<file path="src/rtl/spi_frame_scheduler.sv">
// Round-robin scheduler that shares one 32-bit SPI slave transmit frame between up to
// four producers, each holding one pending 24-bit payload.
module spi_frame_scheduler #(
    parameter int NUM_SRC   = 4,
    parameter int PAYLOAD_W = 24
) (
    input  logic                         clk,
    input  logic                         reset,
    input  logic                         req,
    input  logic                         sched_en,
    input  logic [NUM_SRC-1:0]           src_valid,
    input  logic [NUM_SRC*PAYLOAD_W-1:0] src_payload,
    output logic [NUM_SRC-1:0]           src_ack,
    output logic [31:0]                  data_frame,
    output logic [7:0]                   overrun_cnt
);

    typedef enum logic {ST_IDLE, ST_ACTIVE} state_t;

    state_t               state;
    logic                 req_q;
    logic                 req_armed;
    logic [NUM_SRC-1:0]   pending;
    logic [PAYLOAD_W-1:0] payload [NUM_SRC];
    logic [1:0]           ptr;
    logic [4:0]           seq;

    logic                 req_rise;
    logic                 take_p0;
    logic                 found_p0;
    logic                 grant_vld_p0;
    logic [1:0]           grant_id_p0;
    logic [1:0]           cand;
    logic [NUM_SRC-1:0]   grant_vec;
    logic [2:0]           overrun_num;

    function automatic logic [7:0] sat_add_cnt(input logic [7:0] cnt, input logic [2:0] inc);
        logic [8:0] sum;
        sum = {1'b0, cnt} + {6'b0, inc};
        return sum[8] ? 8'hFF : sum[7:0];
    endfunction

    // req_armed stays low after a reset taken with req high, so that held req cannot
    // masquerade as a fresh rising edge once reset is released.
    assign req_rise     = req & ~req_q & req_armed;
    assign take_p0      = (state == ST_IDLE) && req_rise;
    assign grant_vld_p0 = take_p0 && sched_en && found_p0;

    // Search order is ptr+1, ptr+2, ... wrapping modulo NUM_SRC.
    always_comb begin
        found_p0    = 1'b0;
        grant_id_p0 = ptr;
        cand        = ptr;
        for (int k = 1; k <= NUM_SRC; k++) begin
            cand = 2'((int'(ptr) + k) % NUM_SRC);
            if (!found_p0 && pending[cand]) begin
                found_p0    = 1'b1;
                grant_id_p0 = cand;
            end
        end
    end

    always_comb begin
        grant_vec   = '0;
        overrun_num = 3'd0;
        for (int i = 0; i < NUM_SRC; i++) begin
            grant_vec[i] = grant_vld_p0 && (grant_id_p0 == 2'(i));
        end
        for (int i = 0; i < NUM_SRC; i++) begin
            if (src_valid[i] && pending[i] && !grant_vec[i]) begin
                overrun_num = overrun_num + 3'd1;
            end
        end
    end

    always_ff @(posedge clk) begin
        if (reset) begin
            state       <= ST_IDLE;
            req_q       <= 1'b0;
            req_armed   <= ~req;
            pending     <= '0;
            for (int i = 0; i < NUM_SRC; i++) begin
                payload[i] <= '0;
            end
            ptr         <= 2'(NUM_SRC - 1);
            seq         <= 5'd0;
            overrun_cnt <= 8'd0;
            src_ack     <= '0;
            data_frame  <= 32'h0000_0000;
        end else begin
            req_q       <= req;
            if (!req) begin
                req_armed <= 1'b1;
            end
            src_ack     <= grant_vec;
            overrun_cnt <= sat_add_cnt(overrun_cnt, overrun_num);

            // A load on the slot being granted wins: new payload kept, pending stays set.
            for (int i = 0; i < NUM_SRC; i++) begin
                if (grant_vec[i]) begin
                    pending[i] <= 1'b0;
                end
                if (src_valid[i]) begin
                    payload[i] <= src_payload[i*PAYLOAD_W +: PAYLOAD_W];
                    pending[i] <= 1'b1;
                end
            end

            case (state)
                ST_IDLE: begin
                    if (req_rise) begin
                        state <= ST_ACTIVE;
                        if (grant_vld_p0) begin
                            data_frame <= {1'b1, grant_id_p0, seq, payload[grant_id_p0]};
                            ptr        <= grant_id_p0;
                            seq        <= seq + 5'd1;
                        end else begin
                            data_frame <= {1'b0, 2'b00, seq, {PAYLOAD_W{1'b0}}};
                        end
                    end
                end
                ST_ACTIVE: begin
                    if (!req) begin
                        state <= ST_IDLE;
                    end
                end
                default: state <= ST_IDLE;
            endcase
        end
    end

endmodule

</file>
<file path="config.mk">
export PLATFORM = sky130hd
export DESIGN_NAME = spi_frame_scheduler
export DESIGN_NICKNAME = d
export VERILOG_FILES = /design/src/rtl/spi_frame_scheduler.sv
export SDC_FILE = /design/constraint.sdc
export NUM_CORES = 1
export LEC_CHECK = 0
export CORE_UTILIZATION = 40
export DETAILED_ROUTE_END_ITERATION = 8
export GPL_ROUTABILITY_DRIVEN = 0
export PLACE_DENSITY_LB_ADDON = 0.05
export SLEW_MARGIN = 20
export SYNTH_ARGS = -nofsm -noshare
export SYNTH_HDL_FRONTEND = slang
export SYNTH_SLANG_ARGS = --single-unit
</file>
<file path="constraint.sdc">
create_clock -name clk -period 4.55 [get_ports clk]
set_input_delay 1.365 -clock clk [delete_from_list [all_inputs] [get_ports clk]]
set_output_delay 1.365 -clock clk [all_outputs]
set_load 0.01 [all_outputs]
</file>
==> flow_metrics.env <==
export IMPL_status="finished clean"
export IMPL_synth_top_area_frac=0.399
export IMPL_cts_htree_levels=4
export IMPL_vias=5214
export IMPL_p_per_area_nw_per_um2=391
export IMPL_clockRootBuffer="clkbuf_16"
export IMPL_instances_no_fill=987
export IMPL_wl_met2_mm=8.88
export IMPL_clockBufferDepth=2
export IMPL_drt_iter0_drc=295
export IMPL_leakagePower_uw=0.00350
export IMPL_wl_met1_mm=8.62
export IMPL_setup_worst_path_end_class="register"
export IMPL_crit_fanout=4
export IMPL_cts_tree="built"
export IMPL_wire_per_inst_um=18.7
export IMPL_nNetsFinal=858
export IMPL_finalHoldViolations=0
export IMPL_antenna_found_initial=0
export IMPL_layout_min_cycle_time_ns=4.43
export IMPL_die_area_sq_um=18800
export IMPL_postCtsSetupRepairBufs=0
export IMPL_synth_seq_area_share=0.555
export IMPL_wl_mm=18.4
export IMPL_p_total_uw=3770
export IMPL_grt_max_degree=56
export IMPL_fin_util=0.539
export IMPL_track_usage=0.205
export IMPL_worstSetupPathType="input pin to register"
export IMPL_num_antenna_cells=0
export IMPL_drt_pass1_iter_count=5
export IMPL_syn_nets=714
export IMPL_ys_warn_count=0
export IMPL_setup_viol=0
export IMPL_vias_per_cell=5.28
export IMPL_gr_total_overflow=0
export IMPL_highest_layer="met4"
export IMPL_hp_class="register to register"
export IMPL_drcViolationCount=0
export IMPL_clk_transition_reported_paths_ns=0.06
export IMPL_worstPathRequired_ns=4.86
export IMPL_area_growth_syn_to_layout_pct=32.2
export IMPL_yosysUniqueCellTypes=53
export IMPL_synth_edf_count=97
export IMPL_critPathArrivalTime_ns=4.74
export IMPL_peakVddDrop_mv=0.260
export IMPL_min_period_over_period=0.975
export IMPL_syn_area_sq_um=7300
export IMPL_io_buffers=147
export IMPL_cts_sinks=154
export IMPL_worst_pin_slew_ns=0.757
export IMPL_max_freq_ghz=0.226
export IMPL_reg2reg_depth=18
export IMPL_drive_gt1_frac=0.165
export IMPL_clock_skew_ns=0.00707
export IMPL_hpwlAfterDp_mm=12.4
export IMPL_ys_ff_latch=154
export IMPL_maxSlewViolCount=0
export IMPL_min_path_cells=2
export IMPL_syn_area_per_cell_sq_um=12.2
export IMPL_grt_pass1_vias=5122
export IMPL_grt_pass1_wl_mm=28.5
export IMPL_dp_cells=955
export IMPL_chipWidth_um=137
export IMPL_synthCells=601
export IMPL_start_kind="input pin"
export IMPL_rsz0062_at_grt="true"
export IMPL_start_util=0.408
export IMPL_synth_ff_type="edfxtp_1"
export IMPL_yosysTopAreaCell="edfxtp_1"
export IMPL_fin_area_sq_um=9660
export IMPL_wl_met3_um=754
export IMPL_ios=148
export IMPL_max_slew_margin=0.495
export IMPL_clock_latency_ns=0.42
export IMPL_core_area_sq_um=17900
export IMPL_cts_inserted_buffers=17
export IMPL_core_rowCount=49
export IMPL_placed_area_sq_um=8970
export IMPL_synth_area_leaders="edfxtp_1, dfxtp_1, and2_1, o31a_1, a211oi_2"
export IMPL_ant_nets=0
export IMPL_maxCapViolCount=0
export IMPL_die_h_um=137
export IMPL_setup_tns_ns=0
export IMPL_async_reset_ff_frac=0
==> registers in the layout, summed over array words and instances (netlist names) <==
| name | count |
|---|---|
| overrun_cnt | 8 |
| data_frame | 32 |
| src_ack | 4 |
| seq | 5 |
| payload | 96 |
| req_armed | 1 |
| ptr | 2 |
| state | 1 |
| pending | 4 |
| req_q | 1 |
==> final timing paths <==
| kind | from | to | slack, ns |
|---|---|---|---|
| worst max-delay path | req | overrun_cnt[6]$_SDFF_PP0_ | 0.12 |
| worst min-delay path | data_frame[20]$_SDFFE_PP0N_ | data_frame[20]$_SDFFE_PP0N_ | 0.47 |
| worst max register to register | pending[3]$_SDFFE_PP0P_ | overrun_cnt[6]$_SDFF_PP0_ | 0.72 |
| worst min register to register | data_frame[20]$_SDFFE_PP0N_ | data_frame[20]$_SDFFE_PP0N_ | 0.47 |
==> metal layers <==
metal / vias to the layer above / global-route usage
li1: 2511 / -
met1: 2529 / 0.284
met2: 157 / 0.325
met3: 17 / 0.0396
met4: 0 / 0.0586
met5: - / 0
==> kinds of logic after synthesis <==
logic type | count (synthesis) | share of synthesized area
simple gates | 197 | 0.152
compound gates | 163 | 0.205
mux | 6 | 0.00822
flops | 154 | 0.555
buf+inv | 61 | 0.0480
xor+xnor | 11 | 0.0152
fa+ha+maj | 9 | 0.0164
==> cell usage in the layout (no fill, tap or decap), types with 5 or more instances in the layout <==
cell             count
inv_1               10
nand3_1              7
nand2_1             39
a211oi_1            28
nor3_1               6
nor2_1              19
bufinv_16            5
edfxtp_1            97
a21oi_1             16
buf_4               28
and2_1              98
clkbuf_16           17
mux2i_1              6
dfxtp_1             57
o31ai_2             20
a211oi_2            22
clkdlybuf4s50_1    147
o31ai_1              6
ha_1                 8
o31a_1              49
xor2_1               6
==> repair_timing <==
item,in CTS,in global routing
hold buffers,0,0
pin swaps,0,3
setup endpoints to repair,6,8
resized for setup,2,6
==> worst max-delay path, cell delays in order <==
cell and delay (ns):
clkdlybuf4s50_1 0.50, nand4bb_1 0.21, nor2_4 0.18, nand3_1 0.11, and3_1 0.23, ha_1 0.19
a211oi_2 0.24, nor2_1 0.09, ha_1 0.28, o2111ai_1 0.11, o31a_1 0.18, fa_2 0.39
nand2b_4 0.16, a21oi_2 0.18, buf_4 0.14, nand2_1 0.04, nor2_1 0.09, nor3_1 0.05
==> area by class of cell <==
type / instances / area (sq um)
fill: 1534 / 8250
sequential: 154 / 4050
multi-input combinational: 386 / 2940
timing repair buffer: 176 / 1690
clock buffer: 20 / 457
tap: 229 / 287
clock inverter: 12 / 194
inverter: 10 / 37.5
==> metrics by stage <==
stage | hold WS [ns] | setup slack, ns
2_1_floorplan | 0.417 | 0.176
3_3_place_gp | 0.440 | -0.341
3_5_place_dp | 0.455 | -0.467
4_1_cts | 0.471 | 0.0181
5_1_grt | 0.485 | -0.0833
6_report | 0.465 | 0.115
==> cells in the mapped netlist (6+ instances only) <==
master,count
a211oi_1,29
o31ai_2,20
nor3_1,6
buf_6,11
buf_2,16
nor2_1,19
dfxtp_1,57
edfxtp_1,97
a211oi_2,21
ha_1,8
nand2_1,39
mux2i_1,6
clkbuf_1,19
a21oi_1,18
xor2_1,6
nand3_1,8
and2_1,98
inv_1,10
o31a_1,49
o31ai_1,6
==> power breakdown <==
| part | internal [uW] | leakage (uW) | switching (uW) | total [uW] |
|---|---|---|---|---|
| logic | 264 | 0.00168 | 306 | 569 |
| clock network | 1000 | 0.000316 | 575 | 1580 |
| registers | 1580 | 0.00150 | 44.2 | 1630 |
(Power assumes the default switching activity.)
==> edit (same flow settings) <==
Put one more register stage on the output `overrun_cnt`. The value now appears one clock later. The other outputs are not delayed to match.
--- a/src/rtl/spi_frame_scheduler.sv
+++ b/src/rtl/spi_frame_scheduler.sv
@@ -16,6 +16,8 @@
 );
 
     typedef enum logic {ST_IDLE, ST_ACTIVE} state_t;
+
+    logic [7:0] overrun_cnt_s0;
 
     state_t               state;
     logic                 req_q;
@@ -84,7 +86,7 @@
             end
             ptr         <= 2'(NUM_SRC - 1);
             seq         <= 5'd0;
-            overrun_cnt <= 8'd0;
+            overrun_cnt_s0 <= 8'd0;
             src_ack     <= '0;
             data_frame  <= 32'h0000_0000;
         end else begin
@@ -93,7 +95,7 @@
                 req_armed <= 1'b1;
             end
             src_ack     <= grant_vec;
-            overrun_cnt <= sat_add_cnt(overrun_cnt, overrun_num);
+            overrun_cnt_s0 <= sat_add_cnt(overrun_cnt_s0, overrun_num);
 
             // A load on the slot being granted wins: new payload kept, pending stays set.
             for (int i = 0; i < NUM_SRC; i++) begin
@@ -129,5 +131,9 @@
         end
     end
 
+    always_ff @(posedge clk) begin
+        overrun_cnt <= overrun_cnt_s0;
+    end
+
 endmodule
 
Behaviour: not the same (a bounded check fails within 4 cycles, from zero or initial values and one cycle with reset high).
==> edit against the unedited design <==
- sequential cell count is 8 higher
- cell count stayed put
- highest routed layer unchanged
- core utilization is 0.81 points higher
- combinational power is 7.0% lower
- worst setup slack better by 0.082 ns
- area after synthesis is 2.3% lower
- design area is 1.6% lower
- routed wire length is 2.8% lower
- first-iteration DRC count is 36% higher
- critical endpoint is now overrun_cnt_s0[4]
- power is 1.3% lower
- global-route usage is 0.051 points higher
==> edit: results (changes against the unedited design) <==
Outcome
  • Status: finished, final reports clean

Placed design
  • Pre-CTS setup slack: -0.4670 ns (-0.0001170 ns)
  • Placed inst area: 8835 um^2 (-1.5%)
  • HPWL Detailed: 12170 um (-1.4%)

Synthesis
  • Synth cell count leaders: 98 x and2_1, 97 x edfxtp_1, 65 x dfxtp_1, 50 x a211oi_1, 49 x o31a_1
  • Syn_nets: 721 (+0.98%)
  • Count of cell types in the netlist: 47 (-11%)
  • Post-synthesis mux area share: 0.7018% (-0.12 points)
  • Post-synthesis sequential area ratio: 59.09% (+3.6 points)
  • Synth area leaders: edfxtp_1 41%, dfxtp_1 18%, and2_1 8.6%
  • Post-synthesis compound-gate area fraction: 17.81% (-2.6 points)
  • Post-Synth Adder-Cell Area: 1.684% (+0.040 points)
  • EDFF count, synth: 97 (unchanged)
  • Xor and xnor area share after synthesis: 1.561% (+0.037 points)

Setup path
  • Worst reg2reg path depth: 17 (-1)
  • Crit Path Max Fanout: 2 (-2)
  • Reg2reg setup slack: 0.75 ns (+0.03 ns)
  • CP max stage delay: 0.48 ns (-0.02 ns)
  • Worst path arrival time: 4.64 ns (-0.10 ns)
  • Reg-to-Reg Start: pending[3]
  • Kind of critical path: in2reg
  • Reg2Reg Capture Point: overrun_cnt_s0[4]
  • CP startpoint: sched_en

Final layout
  • Non-clock buffering overhead: 17.45% (-0.085 points)
  • Signal inverters: 10 (unchanged)
  • Number of diodes: 0 (unchanged)
  • Final-stage net count: 862 (+0.47%)
  • Filler Cells Inserted: 1482 (-3.4%)
  • Final core occ: 54.75% (+0.81 points)
  • Layout cell share with drive strength beyond 1: 9.711% (-6.8 points)
  • Layout clock area frac: 6.478% (-0.26 points)
  • Multi-input combinational area share: 28.37% (-2.0 points)
  • Sequential share of cell area: 44.34% (+2.4 points)
  • Top flop regs: payload: 96 flops, data_frame: 32 flops
  • Non-clock buffers: 172 (-2.3%)
  • Layout clock buffers: 18 (-10%)
  • Seq Cell Count: 162 (+5.2%)

Routing
  • Vias per cell: 5.154 (-2.4%)
  • Wirelength per Cell: 18.17 um (-2.8%)
  • Starting DRT DRC Count: 400 (+36%)

Hold path
  • Hold-critical path endpoint: overrun_cnt[0]
  • Min-delay src: overrun_cnt_s0[0]
  • Hold Path Stages: 0 (-2)

CTS
  • Postcts setup bufs: 2 (+2)
  • Post-CTS resize count: 5 (+3)
  • H-tree lvl count: 4 (unchanged)

Global routing
  • Total GRT Usage: 20.57% (+0.051 points)
  • First-pass GRT wire length: 27880 um (-2.2%)
  • Vias in the first global route: 4979 (-2.8%)
  • Largest net degree at the start of global routing: 55 (-1.8%)

STA
  • Tmin final: 4.353 ns (-0.08193 ns)
  • Skew final: 0.006564 ns (-0.0005094 ns)
  • Worst relative slew slack: 31.35% (-18 points)
  • Pins Over Slew Limit: 0 (unchanged)

Power
  • P_int: 0.002828 W (-0.74%)
  • P_leak: 3.465 nW (-0.96%)
  • Max VDD drop: 267.5 uV (+3.0%)
edit: cell types whose count changed in the layout (fill, tap and decap cells not counted), sizes merged, moves of 2 or more:
cell	unedited run	this run
clkbuf	20	18
clkinv	4	6
dfxtp	57	65
buf	29	25
nand3	9	6
edit: power by group through the flow:
stage               combinational, W  sequential (W)  clock (W)
floorplan                   0.000283         0.00173          0
global placement            0.000512         0.00174          0
detailed placement          0.000520         0.00174          0
CTS                         0.000528         0.00171    0.00151
global route                0.000576         0.00172    0.00157
finish                      0.000529         0.00171    0.00149
edit: through the flow:
| stage | std cells | hold slack, ns |
|---|---|---|
| floorplan | 608 | 0.3368 |
| global placement | 953 | 0.3569 |
| detailed placement | 953 | 0.3591 |
| CTS | 987 | 0.3677 |
| global route | 987 | 0.3712 |
| finish | 987 | 0.3650 |
edit: metal layers:
layer / GRT usage, % / wire length (um)
met5: 0 / 0
met4: 6.804 / 219
met3: 3.554 / 905
met2: 31.11 / 8089
met1: 29.77 / 8717
